$ cat config.mk
export PLATFORM = sky130hd
export DESIGN_NAME = mult_div_sequencer
export DESIGN_NICKNAME = d
export VERILOG_FILES = /design/src/rtl/mdu_pkg.sv /design/src/rtl/mdu_iter_step.sv /design/src/rtl/mult_div_sequencer.sv
export SDC_FILE = /design/constraint.sdc
export NUM_CORES = 1
export LEC_CHECK = 0
export CORE_ASPECT_RATIO = 1.5
export CORE_MARGIN = 2
export CORE_UTILIZATION = 55
export DETAILED_ROUTE_END_ITERATION = 10
export GPL_TIMING_DRIVEN = 0
export PLACE_DENSITY = 0.77
export SETUP_SLACK_MARGIN = 0.02
export SLEW_MARGIN = 20
export SYNTH_ARGS = -nofsm -noshare
export SYNTH_HDL_FRONTEND = slang
export SYNTH_HIERARCHICAL = 1
export SYNTH_SLANG_ARGS = --single-unit
$ cat constraint.sdc
create_clock -name Clk -period 10.8 [get_ports Clk]
set_input_delay 2.16 -clock Clk [delete_from_list [all_inputs] [get_ports Clk]]
set_output_delay 2.16 -clock Clk [all_outputs]
set_load 0.005 [all_outputs]
$ cat src/rtl/mdu_pkg.sv
// Shared types and sizing for the HI/LO multiply/divide unit.
package mdu_pkg;

    localparam int MDU_WIDTH  = 32;
    localparam int ITER_COUNT = MDU_WIDTH;

    typedef enum logic [1:0] {
        MULT  = 2'b00,
        MULTU = 2'b01,
        DIV   = 2'b10,
        DIVU  = 2'b11
    } mdu_op_t;

    typedef enum logic [2:0] {
        IDLE,
        PREP,
        ITER,
        FIXUP,
        DONE
    } mdu_state_t;

    function automatic logic op_is_signed(input mdu_op_t op);
        return (op == MULT) || (op == DIV);
    endfunction

    function automatic logic op_is_div(input mdu_op_t op);
        return (op == DIV) || (op == DIVU);
    endfunction

endpackage

$ cat src/rtl/mdu_iter_step.sv
// One radix-2 iteration: shift-add for multiply, restoring trial-subtract for divide.
module mdu_iter_step #(
    parameter int WIDTH = 32
) (
    input  logic               is_div_i,
    input  logic [2*WIDTH-1:0] acc_i,
    input  logic [WIDTH-1:0]   opnd_i,
    output logic [2*WIDTH-1:0] acc_o
);

    logic [WIDTH:0] sum;
    logic [WIDTH:0] upper;
    logic [WIDTH:0] trial;

    // Multiply keeps the multiplier in the low half and shifts right; divide keeps
    // the partial remainder in the high half and shifts quotient bits in from the right.
    always_comb begin
        sum   = {1'b0, acc_i[2*WIDTH-1:WIDTH]} + {1'b0, opnd_i};
        upper = acc_i[2*WIDTH-1:WIDTH-1];
        trial = upper - {1'b0, opnd_i};
        acc_o = acc_i;
        if (is_div_i) begin
            if (trial[WIDTH]) begin
                acc_o = {acc_i[2*WIDTH-2:0], 1'b0};
            end else begin
                acc_o = {trial[WIDTH-1:0], acc_i[WIDTH-2:0], 1'b1};
            end
        end else if (acc_i[0]) begin
            acc_o = {sum, acc_i[WIDTH-1:1]};
        end else begin
            acc_o = {1'b0, acc_i[2*WIDTH-1:1]};
        end
    end

endmodule

$ cat src/rtl/mult_div_sequencer.sv
// Multicycle HI/LO unit: sequences MULT/MULTU/DIV/DIVU one bit per cycle and owns HI/LO.
module mult_div_sequencer
    import mdu_pkg::*;
#(
    parameter int WIDTH = ITER_COUNT,
    parameter int CNT_W = 6
) (
    input  logic             Clk,
    input  logic             reset,
    input  logic             start,
    input  logic [1:0]       op,
    input  logic [WIDTH-1:0] rs_val,
    input  logic [WIDTH-1:0] rt_val,
    input  logic             mthi,
    input  logic             mtlo,
    input  logic [WIDTH-1:0] wdata,
    output logic             busy,
    output logic             done,
    output logic             div_zero,
    output logic [WIDTH-1:0] hi,
    output logic [WIDTH-1:0] lo
);

    mdu_state_t         state_q;
    mdu_op_t            op_q;
    logic [WIDTH-1:0]   rs_q;
    logic [WIDTH-1:0]   rt_q;
    logic [WIDTH-1:0]   opnd_q;
    logic [2*WIDTH-1:0] acc_q;
    logic [CNT_W-1:0]   cnt_q;
    logic               neg_q;
    logic               rem_neg_q;
    logic               divz_q;
    logic               busy_q;
    logic               done_q;
    logic               div_zero_q;
    logic [WIDTH-1:0]   hi_q;
    logic [WIDTH-1:0]   lo_q;

    logic               is_div;
    logic               is_signed;
    logic               rt_zero;
    logic [WIDTH-1:0]   rs_mag;
    logic [WIDTH-1:0]   rt_mag;
    logic [2*WIDTH-1:0] prod_fix;
    logic [WIDTH-1:0]   quo_fix;
    logic [WIDTH-1:0]   rem_fix;
    logic [2*WIDTH-1:0] acc_d;

    // Magnitude of 0x8000_0000 is itself when read as unsigned, so no special case is needed.
    always_comb begin
        is_div    = op_is_div(op_q);
        is_signed = op_is_signed(op_q);
        rt_zero   = (rt_q == '0);
        rs_mag    = (is_signed && rs_q[WIDTH-1]) ? (~rs_q + 1'b1) : rs_q;
        rt_mag    = (is_signed && rt_q[WIDTH-1]) ? (~rt_q + 1'b1) : rt_q;
        prod_fix  = neg_q ? (~acc_q + 1'b1) : acc_q;
        quo_fix   = neg_q ? (~acc_q[WIDTH-1:0] + 1'b1) : acc_q[WIDTH-1:0];
        rem_fix   = rem_neg_q ? (~acc_q[2*WIDTH-1:WIDTH] + 1'b1) : acc_q[2*WIDTH-1:WIDTH];
    end

    mdu_iter_step #(
        .WIDTH(WIDTH)
    ) u_step (
        .is_div_i(is_div),
        .acc_i   (acc_q),
        .opnd_i  (opnd_q),
        .acc_o   (acc_d)
    );

    // Divide-by-zero still passes through FIXUP so HI/LO update on the same edge as every other op.
    always_ff @(posedge Clk or posedge reset) begin
        if (reset) begin
            state_q    <= IDLE;
            op_q       <= MULT;
            rs_q       <= '0;
            rt_q       <= '0;
            opnd_q     <= '0;
            acc_q      <= '0;
            cnt_q      <= '0;
            neg_q      <= 1'b0;
            rem_neg_q  <= 1'b0;
            divz_q     <= 1'b0;
            busy_q     <= 1'b0;
            done_q     <= 1'b0;
            div_zero_q <= 1'b0;
            hi_q       <= '0;
            lo_q       <= '0;
        end else begin
            done_q     <= 1'b0;
            div_zero_q <= 1'b0;
            case (state_q)
                IDLE: begin
                    if (start) begin
                        op_q    <= mdu_op_t'(op);
                        rs_q    <= rs_val;
                        rt_q    <= rt_val;
                        busy_q  <= 1'b1;
                        state_q <= PREP;
                    end else begin
                        if (mthi) hi_q <= wdata;
                        if (mtlo) lo_q <= wdata;
                    end
                end
                PREP: begin
                    cnt_q     <= '0;
                    neg_q     <= is_signed & (rs_q[WIDTH-1] ^ rt_q[WIDTH-1]);
                    rem_neg_q <= is_signed & rs_q[WIDTH-1];
                    acc_q     <= {{WIDTH{1'b0}}, rs_mag};
                    opnd_q    <= rt_mag;
                    divz_q    <= is_div & rt_zero;
                    state_q   <= (is_div && rt_zero) ? FIXUP : ITER;
                end
                ITER: begin
                    acc_q <= acc_d;
                    cnt_q <= cnt_q + 1'b1;
                    if (cnt_q == CNT_W'(WIDTH - 1)) state_q <= FIXUP;
                end
                FIXUP: begin
                    if (divz_q) begin
                        hi_q <= rs_q;
                        lo_q <= '1;
                    end else if (is_div) begin
                        hi_q <= rem_fix;
                        lo_q <= quo_fix;
                    end else begin
                        hi_q <= prod_fix[2*WIDTH-1:WIDTH];
                        lo_q <= prod_fix[WIDTH-1:0];
                    end
                    done_q     <= 1'b1;
                    div_zero_q <= divz_q;
                    state_q    <= DONE;
                end
                DONE: begin
                    busy_q  <= 1'b0;
                    state_q <= IDLE;
                end
                default: state_q <= IDLE;
            endcase
        end
    end

    assign busy     = busy_q;
    assign done     = done_q;
    assign div_zero = div_zero_q;
    assign hi       = hi_q;
    assign lo       = lo_q;

endmodule

======== Word-level counts from Yosys, hierarchy flattened ========
Cells that the tools add are included.
storage, ports and cells
  RAM bits ................................ 0
  logic and storage cells ................. 88
  input bits .............................. 103
  output and inout bits ................... 67
  register bits ........................... 241
  memory bits (read-only) ................. 0
  memories kept ........................... 0
  latch bits .............................. 0
operators by class
  shifts and indexed selects .............. 0
  add/subtract/negate cells ............... 8
  reductions and logical operators ........ 16
  div/mod/pow operators ................... 0
  muxes and demuxes ....................... 28
  bitwise logic cells ..................... 9
  multipliers ............................. 0
  magnitude comparators ................... 0
  eq/ne operators ......................... 12
operators by type and width
  kind                   number
  $mux 32                12
  $mux 64                4
  $add 32x1->32 const B  4
  $not 32->32            4
  $pmux 32 s2            2
  $pmux 64 s2            1
  $add 64x1->64 const B  1
  $not 64->64            1
  $add 32x32->33         1
  $sub 33x32->33         1
  $logic_not 32->1       1
  $pmux 3 s4             1
  $pmux 6 s2             1
  $ne 2x2->1 const B     5
  $add 6x1->6 const B    1
  $eq 3x2->1 const B     2
  $eq 6x5->1 const B     1
  $mux 3                 2
  $reduce_and 2->1       3
  $reduce_and 3->1       2
  $reduce_bool 2->1      3
  $eq 2x2->1 const B     2
  $mux 1                 4
  $and 1x1->1            3
  8 further kinds        11

======== Longest topological paths before layout ========
Gate-level depths: netlist of the first run.
  word-level depth ........................ 6
  mapped depth ............................ 17
  mapped depth without buffers ............ 15

======== Modules after synthesis ========
The synthesis of the first run kept the hierarchy.
by module, submodules not included
  module              instances  area each (µm²)  sequential area each (µm²)  cells each
  mult_div_sequencer  1          12,887.4         6,030.8                     1,358
  mdu_iter_step       1          4,720.8          0.0                         690

======== Least setup slack after synthesis of the first run ========
Ideal clock, no wire load.
  kind .................................... input-to-reg
  from .................................... in start
  to ...................................... reg hi_q[27], in the netlist hi[27]
  data arrival time ....................... 3,851 ps
  cell stages on the path ................. 7
  setup slack ............................. 6,829 ps
  required time ........................... 10,680 ps
  setup time .............................. 120 ps
  cells stage by stage .................... or4b_1 -> a21o_1 -> clkbuf_1 -> a221o_1 -> or3_1 -> o21ai_0 -> nor2_1
between the ends
  word-level cells in the longest chain between the ends .. 2
RTL lines
  element                     line                       source
  from (decl)                 mult_div_sequencer.sv:10   input logic start,
  $ne 2x2->1 (no line)        n/a
  $reduce_and 3->1 (no line)  n/a
  to (signal assigned)        mult_div_sequencer.sv:101  if (mthi) hi_q <= wdata;
  to (signal assigned)        mult_div_sequencer.sv:121  hi_q <= rs_q;
  to (signal assigned)        mult_div_sequencer.sv:124  hi_q <= rem_fix;
  to (decl)                   mult_div_sequencer.sv:37   logic [WIDTH-1:0] hi_q;
No other way between the ends.
A chain may end at the register's enable or synchronous reset.

======== Worst setup path after layout of the first run ========
  from .................................... reg acc_q[31]
  to ...................................... reg acc_q[62]
between the ends
  word-level cells in the longest chain between the ends .. 4
RTL lines
  element                 line                       source
  from (decl)             mult_div_sequencer.sv:29   logic [2*WIDTH-1:0] acc_q;
  from (signal assigned)  mult_div_sequencer.sv:109  acc_q <= {{WIDTH{1'b0}}, rs_mag};
  $sub 33x32->33          mdu_iter_step.sv:20        trial = upper - {1'b0, opnd_i};
  $mux 64                 mdu_iter_step.sv:23        if (trial[WIDTH]) begin
  $mux 64                 mdu_iter_step.sv:22        if (is_div_i) begin
  net acc_d[62]           mult_div_sequencer.sv:48   logic [2*WIDTH-1:0] acc_d;
  $pmux 64 s2             mult_div_sequencer.sv:92   case (state_q)
The timed path passes the listed nets, and every way through them passes these cells.

==> results of run 1 <==
## where the power goes
group	leakage [nW]	total [mW]	switching [mW]	internal (mW)
Sequential	2.96	2.10	0.759	1.34
Combinational	5.11	5.12	2.97	2.15
Clock	0.431	0.952	0.405	0.547
Total	8.49	8.17	4.13	4.03
## sequential cells by signal, indices dropped and copies added, names as in the netlist
register	cells
cnt_q	6
op_q	2
rs_q	32
acc_q	64
busy	1
div_zero	1
state_q	3
rem_neg_q	1
opnd_q	32
lo	32
done	1
rt_q	32
divz_q	1
hi	32
neg_q	1
## kinds of logic after synthesis
| family | after synthesis |
|---|---|
| AOI/OAI and AO/OA | 652 |
| and+or+nand+nor | 612 |
| DFF | 241 |
| buffers and inverters | 186 |
| xor gates and xnor gates | 165 |
| muxes | 121 |
| adders and majority gates | 71 |
## layout by cell type, fill, tap and decap left out, types with 28 or more instances in the layout
| cell type | netlist | layout |
|---|---|---|
| nand2_1 | 217 | 217 |
| clkbuf_1 | 108 | 111 |
| a22o_1 | 32 | 32 |
| a211oi_1 | 28 | 28 |
| inv_1 | 64 | 63 |
| o22ai_1 | 32 | 32 |
| mux2i_1 | 31 | 30 |
| a21oi_1 | 171 | 171 |
| xor2_1 | 54 | 54 |
| nor4_1 | 33 | 31 |
| nand3_1 | 43 | 43 |
| o21ai_0 | 174 | 174 |
| nor3_1 | 40 | 39 |
| ha_1 | 69 | 69 |
| clkdlybuf4s50_1 | 0 | 169 |
| mux2_2 | 89 | 89 |
| xnor2_1 | 111 | 111 |
| dfrtp_1 | 241 | 241 |
| nor2_1 | 99 | 99 |
| nor2b_1 | 31 | 31 |
| a31oi_1 | 32 | 32 |
## worst min path at each step
| stage | startpoint | end | slack (ps) |
|---|---|---|---|
| after CTS | lo[13]$_DFFE_PP0P_ | lo[13]$_DFFE_PP0P_ | 490 |
| after global placement | lo[19]$_DFFE_PP0P_ | lo[19]$_DFFE_PP0P_ | 460 |
| after detailed placement | lo[17]$_DFFE_PP0P_ | lo[17]$_DFFE_PP0P_ | 470 |
| final | lo[1]$_DFFE_PP0P_ | lo[1]$_DFFE_PP0P_ | 490 |
| after global routing | lo[15]$_DFFE_PP0P_ | lo[15]$_DFFE_PP0P_ | 500 |
| after floorplan | cnt_q[5]$_DFFE_PP0P_ | cnt_q[5]$_DFFE_PP0P_ | 450 |
## layout make-up
class	instances	area (um^2)
multi-input combinational	1621	10900
fill	2716	10800
sequential	241	6030
timing repair buffer	174	1760
clock buffer	32	714
tap	410	513
buffer	119	467
inverter	67	259
clock inverter	17	184
antenna	2	5.00
## stage by stage
stage	power (mW)	hold slack, ps	area, um^2
after floorplan	5.25	454	17600
after global placement	6.87	460	19800
after detailed placement	7.01	469	19900
after CTS	7.99	487	20800
after global routing	8.61	500	20800
final	8.17	486	20800
## routing by layer
layer / share of wire, % / up-vias / GRT usage, %
met4: 13 / 4 / 41.7
li1: - / 7974 / -
met2: 49 / 958 / 72.3
met3: 6.2 / 373 / 6.48
met5: 0.037 / - / 0
met1: 32 / 8442 / 40.8
## worst max-delay path: cells and delay by family (launching register included)
kind / cells / cell delay (ps)
mux: 2 / 990
simple gates: 3 / 850
flops: 1 / 610
fa+ha+maj: 2 / 710
buf+inv: 3 / 720
compound gates: 6 / 1360
==> flow_summary.json, run 1 <==
{
  "synth_top_family_by_area": "compound AO/OA/AOI/OAI gates",
  "worst_pin_slew_ps": 1110,
  "synth_area_um2": 17600,
  "hp-class": "reg2reg",
  "holdPathStages": 2,
  "postCtsHoldBufs": 0,
  "yosys.area_share.simple_pct": 17.3,
  "criticalPathCategory": "reg2reg",
  "netlist-cell-type-count": 92,
  "antenna_found_initial": 3,
  "post-cts-setup-buffers": 0,
  "portBuffers": 169,
  "max_stage_delay_ps": 690,
  "core_um2": 31600,
  "synthToLayoutAreaGrowth_pct": 18.3,
  "yosysTopAreaCellShare_pct": 34.2,
  "cts_resized": 0,
  "std_cell_rows": 80,
  "globalplace.congestion": 1.03,
  "syn-mean-instance-area_um2": 8.60,
  "synth-adder-area-share_pct": 5.13,
  "netlist_top_cells_count": "241 x dfrtp_1, 217 x nand2_1, 174 x o21ai_0",
  "ys_seq_area_share_pct": 34.2,
  "crit_chain": "inv_1 -> ha_1 -> fa_1 -> nand2b_1 -> a21oi_1 -> a2111oi_0 -> o21a_1 -> nor3_2 -> o211ai_1 -> mux2i_2 -> and2_1 -> buf_4 -> buf_6 -> mux2i_1 -> a22oi_2 -> a22o_1",
  "place_ws_ps": 5350,
  "cp.required_ps": 11240,
  "synthTopCellsByArea": "dfrtp_1 34%, mux2_2 5.7%, xnor2_1 5.5%, o21ai_0 4.9%, ha_1 4.9%",
  "r2r-start": "acc_q[31]$_DFFE_PP0P_",
  "overflow": 0,
  "drive_gt1_share_pct": 7.66,
  "die_area_um2": 33500,
  "grtUsageTotal_pct": 41.7,
  "grt_pass1_vias": 17900,
  "p_leak_nw": 8.49,
  "insertion_delay_ps": 570,
  "start_kind": "flop",
  "fin_crit_sh_pct": 49.9,
  "cts_tree": "done",
  "async_flop_share_pct": 100,
  "grt_pass1_wl_mm": 105,
  "drtAntennaViolNets": 0,
  "io_pins": 170,
  "relSlewSlack_pct": 25.5,
  "synth_xor_area_share_pct": 8.21,
  "endpoint": "acc_q[62]$_DFFE_PP0P_",
  "dp.cells": 2632,
  "drv_slew": 0,
  "clk_path_buf_depth": 3,
  "drt_wl_total_mm": 70.4,
  "synth-warning-count": 6,
  "arrival_ps": 5840,
  "synth-seq-cells": 241,
  "die_y_um": 223,
  "setup_viol_count_final": 0,
  "grt_max_degree": 105,
  "final_nets": 2425,
  "yosys-mux-area-fraction_pct": 7.52,
  "clkTransAtPathRegs_ps": 70,
  "ir_drop_uv": 218,
  "yosysMostFrequentCell": "dfrtp_1",
  "power.density_nw_per_um2": 392,
  "initial_core_util_pct": 55.7,
  "clockRootBuffer": "clkbuf_16",
  "avgViaCountPerCell": 6.62,
  "crit_path_max_fanout": 10,
  "wl_per_cell_um": 26.2,
  "max_freq_mhz": 185,
  "post-route-util_pct": 65.8,
  "die_w_um": 150,
  "crit_slowest_cell": "mux2i_2",
  "synth_compound_area_share_pct": 23.5,
  "status": "complete, no violations",
  "yosys.area.top_type": "dfrtp_1",
  "syn_nets": 2222,
  "numCtsBuffers": 27,
  "fin_skew_ps": 22.2,
  "rr_worst_depth": 16,
  "vias": 17800,
  "r2r_slack_ps": 5410,
  "ctsHtreeMaxLevel": 1,
  "first_pass_iters": 6,
  "dr.first_iter.drc_count": 1562,
  "reg2reg_to": "acc_q[62]$_DFFE_PP0P_",
  "synthFlopType": "dfrtp_1",
  "cts_sinks": 241,
  "grt_setup_unrepaired": "false",
  "fin_cells": 2683,
  "min_period_ps": 5390,
  "hold_violations": 0,
  "hpwlAfterDp_mm": 55.6,
  "cp-startpoint": "acc_q[31]$_DFFE_PP0P_",
  "endpoint_kind": "flop",
  "synth_edf_count": 0,
  "syn_inst": 2048,
  "drc_errors": 0,
  "maxCapViolCount": 0,
  "setup_ws_ps": 5410,
  "finalSetupTns_ps": 0
}
Note: power is estimated with default switching activity, not from simulation.
==> run 2, diff against run 1 <==
CORE_UTILIZATION = 53   (was 55)
PLACE_DENSITY = 0.78   (was 0.77)
clock period = 4.65 ns   (was 10.8 ns; I/O delays follow)
==> flow_summary.json, run 2 (same netlist as run 1, synthesis figures left out) <==
{
  "swShare_pct": 50.2,
  "crit_slowest_cell": "dfrtp_2",
  "max_freq_mhz": 217,
  "wl_met3_mm": 4.55,
  "avgViaCountPerCell": 6.53,
  "crit_chain": "inv_1 -> ha_1 -> fa_1 -> nand2b_1 -> a21oi_2 -> a2111oi_4 -> o21a_1 -> nor3_4 -> o211ai_1 -> mux2i_4 -> and2_1 -> buf_4 -> buf_4 -> mux2i_1 -> a22oi_1 -> nand2_1 -> o21ai_0",
  "die_area_um2": 34700,
  "first_pass_iters": 7,
  "critPathMostFrequentCell": "buf_4",
  "pwr-share-seq_pct": 26.1,
  "wl_per_cell_um": 26.2,
  "crit_path_max_fanout": 10,
  "insertion_delay_ps": 570,
  "power.density_nw_per_um2": 901,
  "m1WireLength_mm": 23.3,
  "min_period_ps": 4610,
  "grtUsageTotal_pct": 40.0,
  "drt_wl_total_mm": 70.4,
  "clockRootBuffer": "clkbuf_16",
  "cp.required_ps": 5090,
  "numCtsBuffers": 26,
  "clk_path_buf_depth": 3,
  "hpwlAfterDp_mm": 55.5,
  "hp-class": "reg2reg",
  "hold_violations": 0,
  "post-route-util_pct": 64.2,
  "grt_setup_unrepaired": "false",
  "globalplace.congestion": 1.03,
  "total_power_mw": 18.9,
  "p_leak_nw": 8.55,
  "pwr-share-clk_pct": 11.5,
  "drc_errors": 0,
  "dp.cells": 2643,
  "cp_top_family": "compound AO/OA/AOI/OAI gates",
  "ctsHtreeMaxLevel": 1,
  "fin_cells": 2693,
  "worst_pin_slew_ps": 1150,
  "initial_core_util_pct": 54.0,
  "grt_pass1_vias": 17600,
  "max_stage_delay_ps": 510,
  "postCtsHoldBufs": 0,
  "dr.first_iter.drc_count": 1366,
  "routed.top_layer": "met4",
  "grt_pass1_wl_mm": 105,
  "intPower_mw": 9.40,
  "ir_drop_uv": 451,
  "status": "complete, no violations",
  "largest_register_ffs": 64,
  "clkTransAtPathRegs_ps": 60,
  "std_cell_rows": 81,
  "criticalPathCategory": "reg2reg",
  "cts_sinks": 241,
  "grt_max_degree": 36,
  "regMostFlops": "acc_q",
  "die_y_um": 227,
  "maxCapViolCount": 0,
  "overflow": 0,
  "fin_skew_ps": 14.3,
  "p_sw_mw": 9.47,
  "relSlewSlack_pct": 22.9,
  "portBuffers": 169,
  "final_nets": 2432,
  "final_common_cell": "dfrtp_1",
  "drtAntennaViolNets": 0,
  "endpoint_kind": "flop",
  "vias": 17600,
  "core_um2": 32600,
  "antenna_found_initial": 0,
  "drv_slew": 0,
  "synthToLayoutAreaGrowth_pct": 19.0,
  "fin_crit_sh_pct": 99.2,
  "final_cell_mix": "240 x dfrtp_1, 217 x nand2_1, 174 x o21ai_0",
  "drive_gt1_share_pct": 7.91,
  "arrival_ps": 5050,
  "die_w_um": 153,
  "io_pins": 170,
  "wl_met2_mm": 34.5,
  "setup_viol_count_final": 0,
  "start_kind": "flop",
  "fillers": 2820,
  "path_buf_inv": 3,
  "cts_tree": "done",
  "pwr-share-comb_pct": 62.5
}
==> run 2: cell types whose count changed in the layout (fill, tap and decap cells not counted), sizes merged <==
cell,delta
buf,+8
clkbuf,+5
inv,-3
clkinvlp,-2
bufinv,-1
clkinv,-1
diode,-1
==> run 2: layout make-up <==
type	count	area, um^2	share of cell area, %
antenna	1	2.50	0.0119
buffer	119	467	2.23
clock buffer	37	763	3.64
clock inverter	10	113	0.538
inverter	67	255	1.22
multi-input combinational	1621	10900	52.1
sequential	241	6030	28.8
tap	415	519	2.48
timing repair buffer	182	1870	8.95
==> run 2: through the flow <==
stage | hold WS, ps | instance area [um^2] | setup WS (ps) | TNS, ps
final | 477 | 21000 | 38.7 | 0
after global routing | 504 | 20900 | 76.1 | 0
after CTS | 483 | 20900 | 124 | 0
after detailed placement | 470 | 20000 | -759 | -21310
after global placement | 463 | 19800 | -1240 | -343570
after floorplan | 454 | 17600 | 558 | 0
==> run 2: path summary, 6_finish.rpt <==
kind / from / endpoint / slack [ps] / depth (start not counted)
worst max-delay path: acc_q[31]$_DFFE_PP0P_ / acc_q[59]$_DFFE_PP0P_ / 40 / 17
worst min-delay path: lo[10]$_DFFE_PP0P_ / lo[10]$_DFFE_PP0P_ / 480 / 2
worst max register to register: acc_q[31]$_DFFE_PP0P_ / acc_q[59]$_DFFE_PP0P_ / 40 / 17
worst min register to register: lo[10]$_DFFE_PP0P_ / lo[10]$_DFFE_PP0P_ / 480 / 2
max in group asynchronous: reset / opnd_q[1]$_DFFE_PP0P_ / 2700 / 5
min in group asynchronous: reset / rs_q[10]$_DFFE_PP0P_ / 830 / 2
==> run 2: power by group through the flow <==
stage	sequential [mW]	combinational, mW	clock [mW]
2_1_floorplan	4.07	8.13	0
3_3_place_gp	4.82	11.1	0
3_5_place_dp	4.85	11.3	0
4_1_cts	4.82	11.5	2.18
5_1_grt	4.98	12.7	2.25
6_report	4.92	11.8	2.16
==> run 2: worst register-to-register path: stages (launching register included) <==
cell       delay (ps)
dfrtp_2           510
inv_1             210
ha_1              290
fa_1              410
nand2b_1          190
a21oi_2           280
a2111oi_4         110
o21a_1            280
nor3_4            340
o211ai_1          240
mux2i_4           350
and2_1            180
buf_4             230
buf_4             270
mux2i_1           270
a22oi_1           120
nand2_1           140
o21ai_0           100
==> run 2: metal layers <==
layer,global-route usage [%],up-vias
li1,-,7997
met1,40.6,8411
met2,70.5,887
met3,5.43,296
met4,37.8,0
met5,0,-
==> run 2: what timing repair did <==
| item | in CTS | in global routing |
|---|---|---|
| setup buffers | 1 | 1 |
| gates resized for setup | 6 | 2 |
| pin swaps | 0 | 1 |
| endpoints found under the setup margin | 33 | 22 |
==> run 3, diff against run 2 <==
ABC_AREA = 1   (was unset)
CORE_UTILIZATION = 54   (was 53)
SYNTH_HIERARCHICAL = unset   (was 1)
==> flow_summary.json, run 3 <==
{
  "setup_ws_ps": 727,
  "vias": 24300,
  "final_cell_area_um2": 23800,
  "dr.first_iter.drc_count": 2852,
  "synthToLayoutAreaGrowth_pct": 16.3,
  "max_freq_mhz": 255,
  "maxCapViolCount": 0,
  "overflow": 0,
  "hold-path-endpoint": "state_q[0]$_DFFE_PP0P_",
  "grt_use_met2_pct": 75.5,
  "largest_register_ffs": 64,
  "grtUsageTotal_pct": 46.5,
  "criticalPathCategory": "reg2reg",
  "die_w_um": 163,
  "clk_path_buf_depth": 3,
  "ir_drop_uv": 476,
  "synthTopCellsByArea": "dfrtp_1 29%, nand2_1 20%, inv_1 8.1%, nor2_1 7.5%, a21oi_1 7.4%",
  "critPathMostFrequentCell": "nor2_1",
  "die_y_um": 243,
  "dp.cells": 4036,
  "crit_path_max_fanout": 10,
  "core_um2": 37600,
  "netlist_top_cells_count": "1102 x nand2_1, 442 x inv_1, 410 x nor2_1",
  "grt_pass1_wl_mm": 137,
  "die_area_um2": 39600,
  "syn-mean-instance-area_um2": 6.08,
  "globalplace.congestion": 1.11,
  "post-cts-setup-buffers": 0,
  "use_met3_pct": 10.6,
  "place_ws_ps": 1060,
  "intPower_mw": 8.70,
  "hold_violations": 0,
  "synth-warning-count": 0,
  "grt_max_degree": 37,
  "io_pins": 170,
  "clkTransAtPathRegs_ps": 70,
  "antenna_found_initial": 5,
  "reg2reg_to": "hi[0]$_DFFE_PP0P_",
  "drive_gt1_share_pct": 4.01,
  "synth_area_um2": 20500,
  "status": "complete, no violations",
  "rr_worst_depth": 13,
  "arrival_ps": 4360,
  "numCtsBuffers": 25,
  "r2r_slack_ps": 730,
  "first_pass_iters": 8,
  "crit_slowest_cell": "clkbuf_1",
  "pwr-share-seq_pct": 21.5,
  "ys_seq_area_share_pct": 29.4,
  "cts_sinks": 241,
  "fin_cells": 4085,
  "initial_core_util_pct": 54.6,
  "drc_errors": 0,
  "grt_setup_unrepaired": "false",
  "final_cell_mix": "1102 x nand2_1, 441 x inv_1, 410 x nor2_1",
  "pwr-share-clk_pct": 11.0,
  "ctsHtreeMaxLevel": 1,
  "fin_crit_sh_pct": 84.4,
  "netlist-cell-type-count": 50,
  "hold_path_startpoint": "state_q[0]$_DFFE_PP0P_",
  "postPlaceCellArea_um2": 22900,
  "drtAntennaViolNets": 0,
  "cp.required_ps": 5090,
  "drv_slew": 0,
  "relSlewSlack_pct": 16.1,
  "swShare_pct": 57.0,
  "hp-class": "reg2reg",
  "async_flop_share_pct": 100,
  "portBuffers": 169,
  "hpwlAfterDp_mm": 73.7,
  "final_nets": 3748,
  "pwr-share-comb_pct": 67.5,
  "grt_util_met1_pct": 46.1,
  "wl_per_cell_um": 22.5,
  "avgViaCountPerCell": 5.95,
  "final_common_cell": "nand2_1",
  "p_leak_nw": 12.0,
  "synth-seq-cells": 241,
  "drt_wl_total_mm": 92.0,
  "max_stage_delay_ps": 770,
  "synth_edf_count": 0,
  "p_sw_mw": 11.5,
  "r2r-start": "acc_q[0]$_DFFE_PP0P_",
  "std_cell_rows": 87,
  "setup_viol_count_final": 0,
  "holdPathStages": 1,
  "fin_skew_ps": 18.4,
  "cp_top_family": "buffers and inverters",
  "start_kind": "flop",
  "fillers": 3481,
  "syn_nets": 3545,
  "cts_resized": 0,
  "postCtsHoldBufs": 0,
  "regMostFlops": "acc_q",
  "min_period_ps": 3920,
  "yosysMostFrequentCell": "nand2_1",
  "syn_inst": 3371,
  "worst_pin_slew_ps": 1260,
  "endpoint_kind": "flop",
  "synthFlopType": "dfrtp_1",
  "yosysTopAreaCellShare_pct": 29.4,
  "grt_pass1_vias": 23700,
  "insertion_delay_ps": 590,
  "power.density_nw_per_um2": 849,
  "grt.busiest_layer": "met2",
  "yosys.area.top_type": "dfrtp_1",
  "clockRootBuffer": "clkbuf_16",
  "crit_chain": "buf_2 -> inv_2 -> clkbuf_1 -> ha_1 -> nand3_1 -> nor2_2 -> nand2_1 -> nor2_1 -> nor2_1 -> inv_1 -> nor2_1 -> o21ai_0 -> a31oi_1",
  "cts_tree": "done",
  "path_buf_inv": 4
}
-- run 3: worst max path at each step --
stage,slack [ps],from,to,depth (start not counted)
global route,740,acc_q[0]$_DFFE_PP0P_,hi[12]$_DFFE_PP0P_,14
global placement,-1040,reset,acc_q[33]$_DFFE_PP0P_,2
floorplan,560,reset,acc_q[0]$_DFFE_PP0P_,1
detailed placement,1060,acc_q[0]$_DFFE_PP0P_,hi[12]$_DFFE_PP0P_,13
CTS,1030,acc_q[0]$_DFFE_PP0P_,hi[12]$_DFFE_PP0P_,13
finish,730,acc_q[0]$_DFFE_PP0P_,hi[0]$_DFFE_PP0P_,13
-- run 3: per-stage QoR --
step           TNS, ps  hold slack, ps  util, %  total power, mW
2_1_floorplan        0             450        -             12.5
3_3_place_gp   -244350             458     60.7             17.0
3_5_place_dp         0             470     61.1             17.3
4_1_cts              0             486     63.4             19.6
5_1_grt              0             526     63.5             21.6
6_report             0             489     63.5             20.2
-- run 3: cell families after synthesis --
| family | count (synthesis) | share of synthesized area [%] |
|---|---|---|
| buffers and inverters | 567 | 10.7 |
| AND/OR/NAND/NOR | 1849 | 36.9 |
| flip-flops | 241 | 29.4 |
| adder cells (fa/ha/maj) | 71 | 4.41 |
| multiplexers | 16 | 0.879 |
| XOR/XNOR | 71 | 3.03 |
| AO/OA/AOI/OAI | 556 | 14.7 |
-- run 3: final cells by class --
| class | instances | area (um^2) | share of cell area [%] |
|---|---|---|---|
| buffer | 117 | 512 | 2.15 |
| sequential | 241 | 6030 | 25.3 |
| timing repair buffer | 176 | 1830 | 7.68 |
| tap | 489 | 612 | 2.57 |
| clock buffer | 26 | 629 | 2.64 |
| multi-input combinational | 2563 | 12300 | 51.5 |
| antenna | 3 | 7.51 | 0.0315 |
| inverter | 450 | 1690 | 7.10 |
| clock inverter | 20 | 254 | 1.07 |
-- run 3: power by group through the flow --
stage          sequential (mW)  combinational (mW)  clock, mW
3_3_place_gp              4.24                12.7          0
4_1_cts                   4.26                13.1       2.22
3_5_place_dp              4.28                13.0          0
2_1_floorplan             3.82                8.72          0
6_report                  4.35                13.7       2.24
5_1_grt                   4.38                14.9       2.30
-- run 3: metal layers --
metal	wire (um)	vias up
li1	-	11100
met1	29100	11100
met2	42500	1518
met3	7450	559
met4	12900	4
met5	25	-
